File: config.mk
export PLATFORM = sky130hd
export DESIGN_NAME = alu_result_fifo
export DESIGN_NICKNAME = d
export VERILOG_FILES = /design/src/rtl/alu_result_fifo.sv
export SDC_FILE = /design/constraint.sdc
export NUM_CORES = 1
export LEC_CHECK = 0
export CAP_MARGIN = 20
export CORE_UTILIZATION = 55
export CTS_BUF_LIST = sky130_fd_sc_hd__clkbuf_4 sky130_fd_sc_hd__clkbuf_8
export DETAILED_ROUTE_END_ITERATION = 10
export GPL_TIMING_DRIVEN = 1
export PLACE_DENSITY = 0.92
export RECOVER_POWER = 25
export SLEW_MARGIN = 15
export SYNTH_ARGS = -nofsm -noshare
export SYNTH_HDL_FRONTEND = slang
export SYNTH_SLANG_ARGS = --single-unit
File: constraint.sdc
create_clock -name clk -period 3.28 [get_ports clk]
set_input_delay 0.492 -clock clk [delete_from_list [all_inputs] [get_ports clk]]
set_output_delay 0.492 -clock clk [all_outputs]
set_load 0.01 [all_outputs]
File: src/rtl/alu_result_fifo.sv
// alu_result_fifo: show-ahead FIFO buffering ALU results with zero flags.
// Rev 1.0 -- overflow drops the entry and sets a sticky flag; zero_count saturates.
`default_nettype none

module alu_result_fifo #(
  parameter int WIDTH = 32,
  parameter int DEPTH = 4
) (
  input  logic                     clk,
  input  logic                     rst,
  input  logic                     in_valid,
  input  logic [WIDTH-1:0]         in_result,
  input  logic                     in_zero,
  output logic                     in_ready,
  output logic                     out_valid,
  output logic [WIDTH-1:0]         out_result,
  output logic                     out_zero,
  input  logic                     out_ready,
  output logic [$clog2(DEPTH):0]   count,
  output logic [15:0]              zero_count,
  output logic                     drop_flag
);

  localparam int AW = $clog2(DEPTH);
  localparam logic [AW:0] FULL_COUNT = (AW+1)'(DEPTH);

  logic [WIDTH:0]  mem [DEPTH];
  logic [AW-1:0]   wr_ptr;
  logic [AW-1:0]   rd_ptr;
  logic            push;
  logic            pop;
  logic [WIDTH:0]  head;

  assign in_ready   = (count != FULL_COUNT);
  assign out_valid  = (count != '0);
  assign push       = in_valid && in_ready;
  assign pop        = out_valid && out_ready;
  assign head       = mem[rd_ptr];
  assign out_result = head[WIDTH-1:0];
  assign out_zero   = head[WIDTH];

  // Storage is not reset; pointers and count define which entries are live.
  always_ff @(posedge clk) begin
    if (push) begin
      mem[wr_ptr] <= {in_zero, in_result};
    end
  end

  always_ff @(posedge clk) begin
    if (rst) begin
      wr_ptr     <= '0;
      rd_ptr     <= '0;
      count      <= '0;
      zero_count <= '0;
      drop_flag  <= 1'b0;
    end else begin
      if (push) begin
        wr_ptr <= wr_ptr + 1'b1;
      end
      if (pop) begin
        rd_ptr <= rd_ptr + 1'b1;
      end
      case ({push, pop})
        2'b10:   count <= count + 1'b1;
        2'b01:   count <= count - 1'b1;
        default: count <= count;
      endcase
      if (push && in_zero && (zero_count != 16'hFFFF)) begin
        zero_count <= zero_count + 16'd1;
      end
      // The ALU stage cannot stall, so an unaccepted result is lost.
      if (in_valid && !in_ready) begin
        drop_flag <= 1'b1;
      end
    end
  end

endmodule

`default_nettype wire

==> Word level (Yosys, flattened, before mapping) <==
Memories as Yosys holds them, arrays and structs flattened. A register that Yosys moved wholly into a read port is not among the register bits.
Cells that the tools add are included.
{ "classes": {"add_sub_neg": 5, "n_mux": 5, "eq_ne": 4, "reduce_logical": 8} }
{ "op_table": {"columns": ["operator", "n"], "rows": [
  ["$add 16x1->16 const B", 1],
  ["$ne 16x16->1 const B", 1],
  ["$pmux 3 s2", 1],
  ["$logic_and 1x1->1", 5],
  ["$add 2x1->2 const B", 2],
  ["$mux 2", 2],
  ["$add 3x1->3 const B", 1],
  ["$ne 3x3->1 const B", 1],
  ["$reduce_bool 3->1", 1],
  ["$sub 3x1->3 const B", 1],
  ["$eq 2x1->1 const B", 1],
  ["$eq 2x2->1 const B", 1],
  ["$mux 1", 2],
  ["$reduce_bool 2->1", 1],
  ["$logic_not 1->1", 1]
]} }
{ "totals": {"mem_bits_rw": 132, "in_bits": 37, "out_inout_bits": 55, "ff_bits": 24, "mem_count": 1} }
{ "mem_list": {"columns": ["memory", "words", "word_bits", "rd", "rd_ports_with_merged_regs", "wr", "line", "rtl"], "rows": [
  ["mem", 4, 33, 1, 1, 1, "27", "logic [WIDTH:0] mem [DEPTH];"]
]} }

==> Longest topological paths before layout <==
Gate-level depths: netlist (run 1).
{ "depth": {"ltp_word": 4, "mapped_depth": 9, "ltp_nobuf": 9} }

==> Worst setup path before layout (run 1) <==
OpenSTA, ideal clock, no wires.
{ "synth_timing": {"kind": "reg2reg", "from": "register count[2]", "to": "register count[2]", "period_less_slack_ns": 2.393, "arrival_time_ns": 2.322, "path_slack_ns": 0.887, "path_stages_with_launch": 10, "cell_sequence": "dfxtp_1 > nor3b_1 > inv_1 > nand2_1 > ha_1 > inv_1 > fa_1 > xor2_1 > or3_1 > a21oi_1"} }
{ "synth_via": {"elab_chain_cells": 4, "elab_cells_between_ends": 10, "cone_classes": "add/sub (2); eq/ne (3); mux (1); reduce/logical (4)"} }
{ "synth_rtl": {"columns": ["element", "line", "rtl"], "rows": [
  ["start, declared", "19", "output logic [$clog2(DEPTH):0] count,"],
  ["start signal, assigned", "64", "2'b10: count <= count + 1'b1;"],
  ["start signal, assigned", "65", "2'b01: count <= count - 1'b1;"],
  ["start signal, assigned", "66", "default: count <= count;"],
  ["$ne 3x3->1 (*)", "34", "assign in_ready = (count != FULL_COUNT);"],
  ["named net in_ready", "14", "output logic in_ready,"],
  ["$logic_and 1x1->1 (*)", "36", "assign push = in_valid && in_ready;"],
  ["$eq 2x1->1 / $eq 2x2->1 (equally long branches)", "63", "case ({push, pop})"],
  ["$pmux 3 s2 / $reduce_bool 2->1 (equally long branches)", null, null]
]} }
The timed path passes the listed nets; every way through them passes the cells marked *.
A chain may end at the register's enable or synchronous reset.

==> Worst setup path after layout (run 1) <==
{ "layout_timing": {"from": "register count[2]", "to": "register count[2]"} }
{ "layout_via": {"elab_chain_cells": 4, "elab_cells_between_ends": 10, "cone_classes": "add/sub (2); eq/ne (3); mux (1); reduce/logical (4)"} }
{ "layout_rtl": {"columns": ["element", "line"], "rows": [
  ["$ne 3x3->1 / $reduce_bool 3->1 (equally long branches)", "34, 35"],
  ["$logic_and 1x1->1 (on tied branches)", "36, 37"],
  ["$eq 2x1->1 / $eq 2x2->1 (equally long branches)", "63"],
  ["$pmux 3 s2 / $reduce_bool 2->1 (equally long branches)", null]
]} }
Several ways; a longest one is shown, not always the timed one.

==> results of run 1 <==
-- logic make-up after synthesis --
family / after synthesis / synth area share (%)
AO/OA/AOI/OAI: 31 / 3.20
AND/OR/NAND/NOR: 71 / 6.54
buffers and inverters: 24 / 1.56
adder cells (fa/ha/maj): 7 / 1.56
multiplexers: 37 / 12.9
XOR/XNOR: 5 / 0.718
flip-flops: 158 / 73.5
-- worst register-to-register path, stage by stage, from the launching register on --
cell	delay (ns)
dfxtp_1	0.41
nor3b_1	0.52
inv_1	0.26
nand2_1	0.19
ha_1	0.21
inv_1	0.07
fa_1	0.39
xor2_1	0.17
or3_1	0.31
a21oi_1	0.16
-- registers in the layout, summed over array words and instances, names as in the netlist, named ones only --
name	flops
drop_flag	1
zero_count	16
rd_ptr	2
wr_ptr	2
mem	132
count	3
-- cell usage in the layout, fill, tap and decap left out, types with 3 or more instances in the layout --
cell	count
a311oi_1	3
dlygate4sd3_1	22
ha_1	6
nand2_1	9
o31ai_1	6
nor2b_1	4
and3_2	4
dfxtp_1	24
or3_1	4
nor2_1	17
or4_1	7
and3_1	4
buf_4	8
a21oi_1	12
inv_1	8
nand3_1	5
o21ai_0	3
mux2_2	4
mux4_2	33
clkinvlp_4	5
xor2_1	3
nand4_1	5
edfxtp_1	132
clkbuf_8	17
clkdlybuf4s50_1	69
a31oi_1	4
buf_12	3
-- power groups by stage --
stage / Combinational, mW / Clock [mW] / Sequential, mW
2_1_floorplan: 0.772 / 0 / 2.49
3_3_place_gp: 1.40 / 0 / 2.50
3_5_place_dp: 1.43 / 0 / 2.52
4_1_cts: 1.44 / 1.41 / 2.48
5_1_grt: 1.51 / 1.50 / 2.49
6_report: 1.40 / 1.38 / 2.48
-- path summary, 6_finish.rpt --
| kind | cells after the start | slack, ns | end | startpoint |
|---|---|---|---|---|
| worst max register to register | 9 | 0.53 | count[2]$_SDFFE_PP0P_ | count[2]$_SDFFE_PP0P_ |
| worst min register to register | 2 | 0.49 | drop_flag$_SDFFE_PP0P_ | drop_flag$_SDFFE_PP0P_ |
| worst max-delay path | 9 | 0.53 | count[2]$_SDFFE_PP0P_ | count[2]$_SDFFE_PP0P_ |
| worst min-delay path | 2 | 0.49 | drop_flag$_SDFFE_PP0P_ | drop_flag$_SDFFE_PP0P_ |
-- final cells by class --
| class | instances | area [um^2] | share of cell area [%] |
|---|---|---|---|
| Timing Repair Buffer | 102 | 1030 | 13.5 |
| Inverter | 8 | 30.0 | 0.393 |
| Multi-Input combinational cell | 151 | 1530 | 20.0 |
| Tap cell | 140 | 175 | 2.29 |
| Clock buffer | 19 | 249 | 3.26 |
| Sequential cell | 158 | 4490 | 58.7 |
| Clock inverter | 13 | 140 | 1.83 |
-- routing by layer --
layer / global-route usage [%] / vias to the layer above / routed length [um]
met5: 0 / - / 13
met4: 7.44 / 2 / 147
met3: 7.75 / 15 / 832
met2: 36.9 / 118 / 5850
met1: 28.0 / 1742 / 4960
li1: - / 1557 / -
==> out/metrics.cfg, run 1 <==
[critical_path]
worstPathRequired_ns=3.65
worst_path_largest_cell_delay_ns=0.52
crit_path_frequent_cell=inv_1
cpMaxStageDelayCell=nor3b_1
path_class=reg2reg
path_max_fanout=8
worst-path-buf-inv=2
path_cells=nor3b_1, inv_1, nand2_1, ha_1, inv_1, fa_1, xor2_1, or3_1, a21oi_1
start_kind=register
arrival_ns=3.12
cp-end-kind=register
crit_family=simple AND/OR/NAND/NOR gates

[final_layout]
stdcell_count=591
finalInstanceArea_mm2=0.00764
antenna_cells=0
fill_cells=712
final_layout_size_suffix_gt1_share_pct=19.3
fin_util_pct=70.5
areaGrowthSynthToFinish_pct=25.2
final_nets=482

[timing]
final.period_utilization_pct=83.8
fin_hold_ws_ns=0.493
finalSetupViolCount=0
setup_tns_ns=0
fin_skew_ns=0.0129
rsz0062_at_grt=false
fmax_ghz=0.364
finalCriticalPeriod_ns=2.75
slew_headroom_pct=47.7
tightest_slew_ns=0.782
timing.final.ws_setup_ns=0.532
hold_viol=0
slew_viol_final=0

[clocking]
path_clk_slew_ns=0.08
cts_buffers=17
clkLatencyLatePin_ns=0.44
cts_tree=built
htreeDepth=4
holdBufCountCts=0
ctsResizeCount=0
cts-root-buf=clkbuf_8
cts_setup_buffers=0
cts.sinks=158
clockBufferDepth=2

[pwr]
power_frac_comb_pct=26.7
power_frac_seq_pct=47.0
switching_share_pct=26.5
internal-power_mw=3.87
power.density_mw_per_mm2=689
ir_drop_mv=0.400
switchingPower_mw=1.40
p_clk_share_pct=26.3
power_mw=5.26
p_leak_nw=2.45

[logic_synthesis]
async_reset_ff_share_pct=0
synth_edf_count=132
ys_seq_elements=158
yosys_warnings=0
syn_avg_cell_area_um2=18.3
netlist_area_mm2=0.00610
syn_inst=333
syn_nets=377
synth_top_area_cell=edfxtp_1
ys_seq_area_share_pct=73.5
synthDistinctLibCells=38
yosysTopAreaCellShare_pct=65.0
ys.flop_type=edfxtp_1
synth.area.top_cells=edfxtp_1 65%, mux4_2 12%, dfxtp_1 8.5%
netlist_top_cells_count=132 x edfxtp_1, 33 x mux4_2, 26 x dfxtp_1, 17 x nor2_1, 12 x a21oi_1
synth.most_common_cell=edfxtp_1

[floorplanning]
core_area_mm2=0.0108
die_x_um=107
die_area_mm2=0.0115
start_util_pct=56.3
die_h_um=107
rows=38
io_pins=92

[grt]
grt_use_total_pct=22.5
grt_max_degree=34
antenna_found_initial=1
grt_pass1_wl_um=18600
first_global_vias=3607
grt-ovfl-total=0

[drt]
vias=3434
drt-total-wl_um=11800
drt_pass1_iterations=4
final_antenna_net_count=0
drc=0
vias_per_cell=5.81
drt_first_iter_violations=206
wl_per_cell_um=20.0

[placement]
dpl_cell_area_mm2=0.00725
port_buffers=91
dp.final_hpwl_um=7670
pre_cts_slack_ns=0.618
dp_cells=559
place_congestion=0.827

[flow_run]
cap_violations=0

[min_path]
hold_class=reg2reg

[run_status]
status=finished, final reports clean

(Power assumes the default switching activity.)
==> inputs of run 2 (changes only) <==
==> constraint.sdc (replaced) <==
create_clock -name clk -period 2.6 [get_ports clk]
set_input_delay 0.39 -clock clk [delete_from_list [all_inputs] [get_ports clk]]
set_output_delay 0.39 -clock clk [all_outputs]
set_load 0.01 [all_outputs]
==> run 2 against run 1 <==
Net effect:
- worst hold slack improved by 0.0074 ns
- flip-flop and latch count is the same
- global-route usage is 0.90 points lower
- via count up 0.44%
- critical path depth shrank 6
- utilization grew 0.66 points
- routed wire length shrank 1.0%
- power rose by 26%
- register-to-register slack lost 0.13 ns
- clock power up 22%
- non-clock buffer count up 3
- critical endpoint is now out_zero
==> out/metrics.cfg, run 2 (synthesized netlist as in run 1, its figures left out) <==
[run_status]
status=finished, final reports clean

[clocking]
path_clk_slew_ns=0.08  ; about the same
cts_tree=built
cts_buffers=17  ; unchanged
cts-root-buf=clkbuf_8
holdBufCountCts=0  ; unchanged
ctsResizeCount=0  ; unchanged
cts.sinks=158  ; unchanged
clkLatencyLatePin_ns=0.43  ; about the same
cts_setup_buffers=0  ; unchanged
htreeDepth=4  ; unchanged
clockBufferDepth=2  ; unchanged

[pwr]
p_leak_nw=2.50  ; +2.0%
ir_drop_mv=0.599  ; +50%
power_mw=6.66  ; +26%
power_frac_comb_pct=27.5  ; +0.8 points
switching_share_pct=26.2  ; -0.33 points
internal-power_mw=4.91  ; +27%
power_frac_seq_pct=47.1  ; about the same
power.density_mw_per_mm2=863  ; +25%
switchingPower_mw=1.74  ; +25%
p_clk_share_pct=25.4  ; -0.9 points

[floorplanning]
die_x_um=107  ; unchanged
rows=38  ; unchanged
die_h_um=107  ; unchanged
start_util_pct=56.3  ; unchanged
io_pins=92  ; unchanged
core_area_mm2=0.0108  ; unchanged
die_area_mm2=0.0115  ; unchanged

[final_layout]
stdcell_count=593  ; +0.34%
antenna_cells=0  ; unchanged
final_nets=485  ; +0.62%
regMostFlops=mem
fin_util_pct=71.1  ; +0.66 points
areaGrowthSynthToFinish_pct=26.4
largest_reg_flops=132  ; unchanged
final_layout_size_suffix_gt1_share_pct=19.9  ; +0.58 points
largestRegisters=mem x132, zero_count x16, count x3
final_cell_mix=132 x edfxtp_1, 67 x clkdlybuf4s50_1, 33 x mux4_2, 24 x dfxtp_1, 22 x dlygate4sd3_1
final_common_cell=edfxtp_1

[critical_path]
r2r_end=count[2]$_SDFFE_PP0P_
path_class=reg2out
reg2reg_slack_ns=0.40  ; -0.13 ns
arrival_ns=2.13  ; -0.99 ns
cp-end-kind=output port
worst-path-buf-inv=2  ; unchanged
start_kind=register
worst_path_largest_cell_delay_ns=0.53  ; about the same
worstPathRequired_ns=2.21  ; -1.44 ns
path_cells=clkbuf_16, mux4_2, clkdlybuf4s50_1
worstRegToRegCells=9  ; unchanged
crit_family=buffers and inverters
path_max_fanout=16  ; +8
cpMaxStageDelayCell=mux4_2
r2r_start=count[2]$_SDFFE_PP0P_

[timing]
timing.final.ws_setup_ns=0.0807  ; -0.451 ns
slew_headroom_pct=44.9  ; -2.8 points
tightest_slew_ns=0.825  ; +0.0423 ns
finalSetupViolCount=0  ; unchanged
fin_skew_ns=0.0107  ; -0.00226 ns
setup_tns_ns=0  ; unchanged
rsz0062_at_grt=false
fmax_ghz=0.397
hold_viol=0  ; unchanged
finalCriticalPeriod_ns=2.52
final.period_utilization_pct=96.9
slew_viol_final=0  ; unchanged

[drt]
final_antenna_net_count=0  ; unchanged
vias=3449  ; +0.44%
wl_per_cell_um=19.7  ; -1.4%
vias_per_cell=5.82  ; about the same
drt_pass1_iterations=4  ; unchanged
drt_first_iter_violations=192  ; -6.8%
drt-total-wl_um=11700  ; -1.0%
drc=0  ; unchanged

[min_path]
worst_hold_startpoint=drop_flag$_SDFFE_PP0P_
hold_class=reg2reg
min_path_cells=2  ; unchanged
hold_path_end=drop_flag$_SDFFE_PP0P_

[placement]
pre_cts_slack_ns=0.183  ; -0.436 ns
port_buffers=91  ; unchanged
place_congestion=0.830  ; +0.30%
dp_cells=561  ; +0.36%
dp.final_hpwl_um=7340  ; -4.3%

[grt]
grt_pass1_wl_um=18000  ; -3.2%
first_global_vias=3600  ; -0.19%
grt-ovfl-total=0  ; unchanged
grt_use_total_pct=21.6  ; -0.90 points
grt_max_degree=34  ; unchanged
antenna_found_initial=1  ; unchanged

[flow_run]
cap_violations=0  ; unchanged

run 2: per-stage QoR:
| step | cell area (um^2) | hold slack, ns |
|---|---|---|
| 3_3_place_gp | 7300 | 0.464 |
| 3_5_place_dp | 7300 | 0.478 |
| 5_1_grt | 7710 | 0.546 |
| 2_1_floorplan | 6100 | 0.469 |
| 4_1_cts | 7680 | 0.513 |
| 6_report | 7710 | 0.500 |
run 2: power groups by stage:
stage / combinational (mW) / clock, mW / sequential [mW]
finish: 1.83 / 1.69 / 3.13
global route: 1.96 / 1.83 / 3.16
CTS: 1.83 / 1.73 / 3.13
detailed placement: 1.82 / 0 / 3.18
global placement: 1.79 / 0 / 3.16
floorplan: 0.974 / 0 / 3.15
run 2: worst register-to-register path, stage by stage, from the launching register on:
cell     delay, ns
dfxtp_1       0.40
nor3b_1       0.27
inv_1         0.09
nand2_1       0.13
ha_1          0.20
inv_1         0.06
fa_1          0.37
xor2_1        0.16
or3_1         0.32
a21oi_1       0.14
run 2: layer usage:
layer / track usage [%] / vias to the layer above / share of wire (%)
li1: - / 1564 / -
met1: 26.1 / 1727 / 40
met2: 36.2 / 137 / 51
met3: 6.60 / 19 / 7.2
met4: 8.81 / 2 / 1.8
met5: 0 / - / 0.086
run 2: cell type report:
type / count / area (um^2)
Fill cell: 684 / 3130
Clock buffer: 17 / 234
Timing Repair Buffer: 105 / 1110
Clock inverter: 14 / 144
Inverter: 8 / 30.0
Sequential cell: 158 / 4490
Tap cell: 140 / 175
Multi-Input combinational cell: 151 / 1530
run 2: worst max-delay path by stage:
| stage | from | end | slack (ns) | cells after the start |
|---|---|---|---|---|
| finish | register | out_zero | 0.08 | 3 |
| global route | register | out_result[1] | 0.02 | 3 |
| CTS | register | out_result[13] | 0.03 | 3 |
| detailed placement | in_valid | count[2]$_SDFFE_PP0P_ | 0.18 | 9 |
| global placement | in_valid | count[2]$_SDFFE_PP0P_ | 0.25 | 9 |
| floorplan | count[2]$_SDFFE_PP0P_ | count[2]$_SDFFE_PP0P_ | 0.21 | 9 |
==> inputs of run 3 (changes only) <==
--- a/config.mk
+++ b/config.mk
@@ -9,10 +9,12 @@
 export CORE_UTILIZATION = 55
 export CTS_BUF_LIST = sky130_fd_sc_hd__clkbuf_4 sky130_fd_sc_hd__clkbuf_8
 export DETAILED_ROUTE_END_ITERATION = 10
+export DONT_BUFFER_PORTS = 1
 export GPL_TIMING_DRIVEN = 1
-export PLACE_DENSITY = 0.92
+export PLACE_DENSITY = 0.81
 export RECOVER_POWER = 25
 export SLEW_MARGIN = 15
 export SYNTH_ARGS = -nofsm -noshare
 export SYNTH_HDL_FRONTEND = slang
 export SYNTH_SLANG_ARGS = --single-unit
+export TNS_END_PERCENT = 100
==> run 3 against run 2 <==
Net effect:
- count of clock-buffer cells in the layout is 2 higher
- worst hold slack worse by 0.46 ns
- routed wire length is 11% lower
- critical path type is now reg2reg
- largest power group unchanged
==> out/metrics.cfg, run 3 (synthesized netlist as in run 1, its figures left out) <==
[run_status]
status=finished, final reports clean

[clocking]
clockBufferDepth=2  ; unchanged
ctsResizeCount=0  ; unchanged
cts_setup_buffers=0  ; unchanged
path_clk_slew_ns=0.08  ; about the same
cts-root-buf=clkbuf_8
clkLatencyLatePin_ns=0.44  ; about the same
cts_tree=built
cts.sinks=158  ; unchanged
htreeDepth=4  ; unchanged
cts_buffers=17  ; unchanged

[placement]
port_buffers=0  ; -100%
dp_cells=467  ; -17%
pre_cts_slack_ns=0.345  ; +0.162 ns
dp.final_hpwl_um=6340  ; -14%
dpl_cell_area_mm2=0.00636  ; -13%
place_congestion=0.828  ; -0.23%

[timing]
slew_viol_final=0  ; unchanged
timing.final.ws_setup_ns=0.300  ; +0.219 ns
slew_headroom_pct=43.2  ; -1.6 points
fin_skew_ns=0.0106  ; -0.0000793 ns
fin_hold_ws_ns=0.0445  ; -0.456 ns
setup_tns_ns=0  ; unchanged
fmax_ghz=0.435  ; +9.5%
hold_viol=0  ; unchanged
tightest_slew_ns=0.849  ; +0.0242 ns
finalCriticalPeriod_ns=2.30  ; -0.219 ns
final.period_utilization_pct=88.5  ; -8.4 points
rsz0062_at_grt=false
finalSetupViolCount=0  ; unchanged

[pwr]
p_leak_nw=2.14  ; -14%
switchingPower_mw=1.64  ; -6.0%
power_frac_seq_pct=50.5  ; +3.4 points
switching_share_pct=26.5  ; +0.31 points
power.density_mw_per_mm2=909  ; +5.3%
power_frac_comb_pct=19.9  ; -7.6 points
ir_drop_mv=0.514  ; -14%
p_clk_share_pct=29.6  ; +4.2 points
power_mw=6.18  ; -7.2%
internal-power_mw=4.54  ; -7.6%

[drt]
drt_first_iter_violations=91  ; -53%
final_antenna_net_count=0  ; unchanged
vias=2999  ; -13%
wl_per_cell_um=20.7  ; +4.9%
vias_per_cell=5.97  ; +2.7%
drt-total-wl_um=10400  ; -11%
drc=0  ; unchanged
drt_pass1_iterations=5  ; +1

[floorplanning]
die_h_um=107  ; unchanged
rows=38  ; unchanged
core_area_mm2=0.0108  ; unchanged
start_util_pct=56.3  ; unchanged
die_area_mm2=0.0115  ; unchanged
io_pins=92  ; unchanged
die_x_um=107  ; unchanged

[final_layout]
final_nets=393  ; -19%
final_cell_mix=132 x edfxtp_1, 33 x mux4_2, 24 x dfxtp_1, 17 x nor2_1, 17 x clkbuf_8
regMostFlops=mem
areaGrowthSynthToFinish_pct=11.4
final_common_cell=edfxtp_1
largest_reg_flops=132  ; unchanged
stdcell_count=502  ; -15%
fin_util_pct=62.7  ; -8.4 points
antenna_cells=0  ; unchanged
finalInstanceArea_mm2=0.00680  ; -12%
final_layout_size_suffix_gt1_share_pct=24.0  ; +4.2 points
largestRegisters=mem x132, zero_count x16, count x3

[critical_path]
reg2reg_slack_ns=0.30  ; -0.10 ns
worst_path_largest_cell_delay_ns=0.45  ; -0.08 ns
setup.worst_path.start=count[2]$_SDFFE_PP0P_
crit_family=simple AND/OR/NAND/NOR gates
r2r_start=count[2]$_SDFFE_PP0P_
worstRegToRegCells=9  ; unchanged
worstPathRequired_ns=2.96  ; +0.75 ns
path_class=reg2reg
path_max_fanout=6  ; -10
start_kind=register
cpMaxStageDelayCell=dfxtp_1
worst-path-buf-inv=2  ; unchanged
crit_path_frequent_cell=inv_1
cp-end-kind=register
path_cells=nor3b_1, inv_1, nand2_1, ha_1, inv_1, fa_1, xor2_1, or3_1, a21oi_1
r2r_end=count[2]$_SDFFE_PP0P_
arrival_ns=2.66  ; +0.53 ns

[grt]
grt_pass1_wl_um=16000  ; -11%
grt_max_degree=34  ; unchanged
antenna_found_initial=0  ; -1
first_global_vias=3035  ; -16%
grt_use_total_pct=19.4  ; -2.2 points
grt-ovfl-total=0  ; unchanged

[flow_run]
cap_violations=0  ; unchanged

[min_path]
worst_hold_startpoint=in_result[3]
min_path_cells=0  ; -2
hold_class=in2reg
hold_path_end=mem[1][3]$_DFFE_PP_

==> run 3: cell types whose count changed in the layout (fill, tap and decap cells not counted), sizes merged <==
| cell | previous run | this run |
|---|---|---|
| buf | 13 | 10 |
| bufinv | 2 | 3 |
| clkbuf | 18 | 19 |
| clkdlybuf4s50 | 67 | 0 |
| clkinv | 6 | 7 |
| clkinvlp | 4 | 1 |
| dlygate4sd3 | 22 | 3 |
| dlymetal6s2s | 2 | 0 |
==> run 3: how the worst max path moves through the flow <==
stage | to | slack (ns) | depth (start not counted)
after global routing | count[2]$_SDFFE_PP0P_ | 0.18 | 9
after floorplan | count[2]$_SDFFE_PP0P_ | 0.21 | 9
after global placement | count[2]$_SDFFE_PP0P_ | 0.42 | 9
after CTS | count[2]$_SDFFE_PP0P_ | 0.30 | 9
final | count[2]$_SDFFE_PP0P_ | 0.30 | 9
after detailed placement | count[2]$_SDFFE_PP0P_ | 0.34 | 9
==> run 3: timing repair <==
item,CTS,global route
endpoints found under the hold margin,21,1
hold buffers,1,2
setup endpoints to repair,0,0
==> run 3: layer usage <==
metal	track usage (%)	up-vias	wire (um)
met5	0	-	0
met2	32.7	98	5380
met1	22.2	1508	4060
met3	7.93	16	800
li1	-	1377	-
met4	7.05	0	137
==> run 3: power groups by stage <==
stage	clock [mW]	sequential [mW]	combinational, mW
3_3_place_gp	0	3.16	1.22
3_5_place_dp	0	3.18	1.24
4_1_cts	1.88	3.12	1.25
2_1_floorplan	0	3.15	0.974
5_1_grt	1.97	3.14	1.32
6_report	1.83	3.12	1.23
==> run 3: final cells by class <==
cell class	instances	area, um^2
Tap cell	140	175
Sequential cell	158	4490
Clock buffer	19	249
Multi-Input combinational cell	151	1530
Clock inverter	13	164
Fill cell	754	4040
Inverter	8	30.0
Timing Repair Buffer	13	168
==> run 3: worst reg2reg max path, cell delays in order (launching register included) <==
cell and delay [ns]:
dfxtp_1 0.45, nor3b_1 0.29, inv_1 0.09, nand2_1 0.13
ha_1 0.21, inv_1 0.06, fa_1 0.37, xor2_1 0.17
or3_1 0.32, a21oi_1 0.14
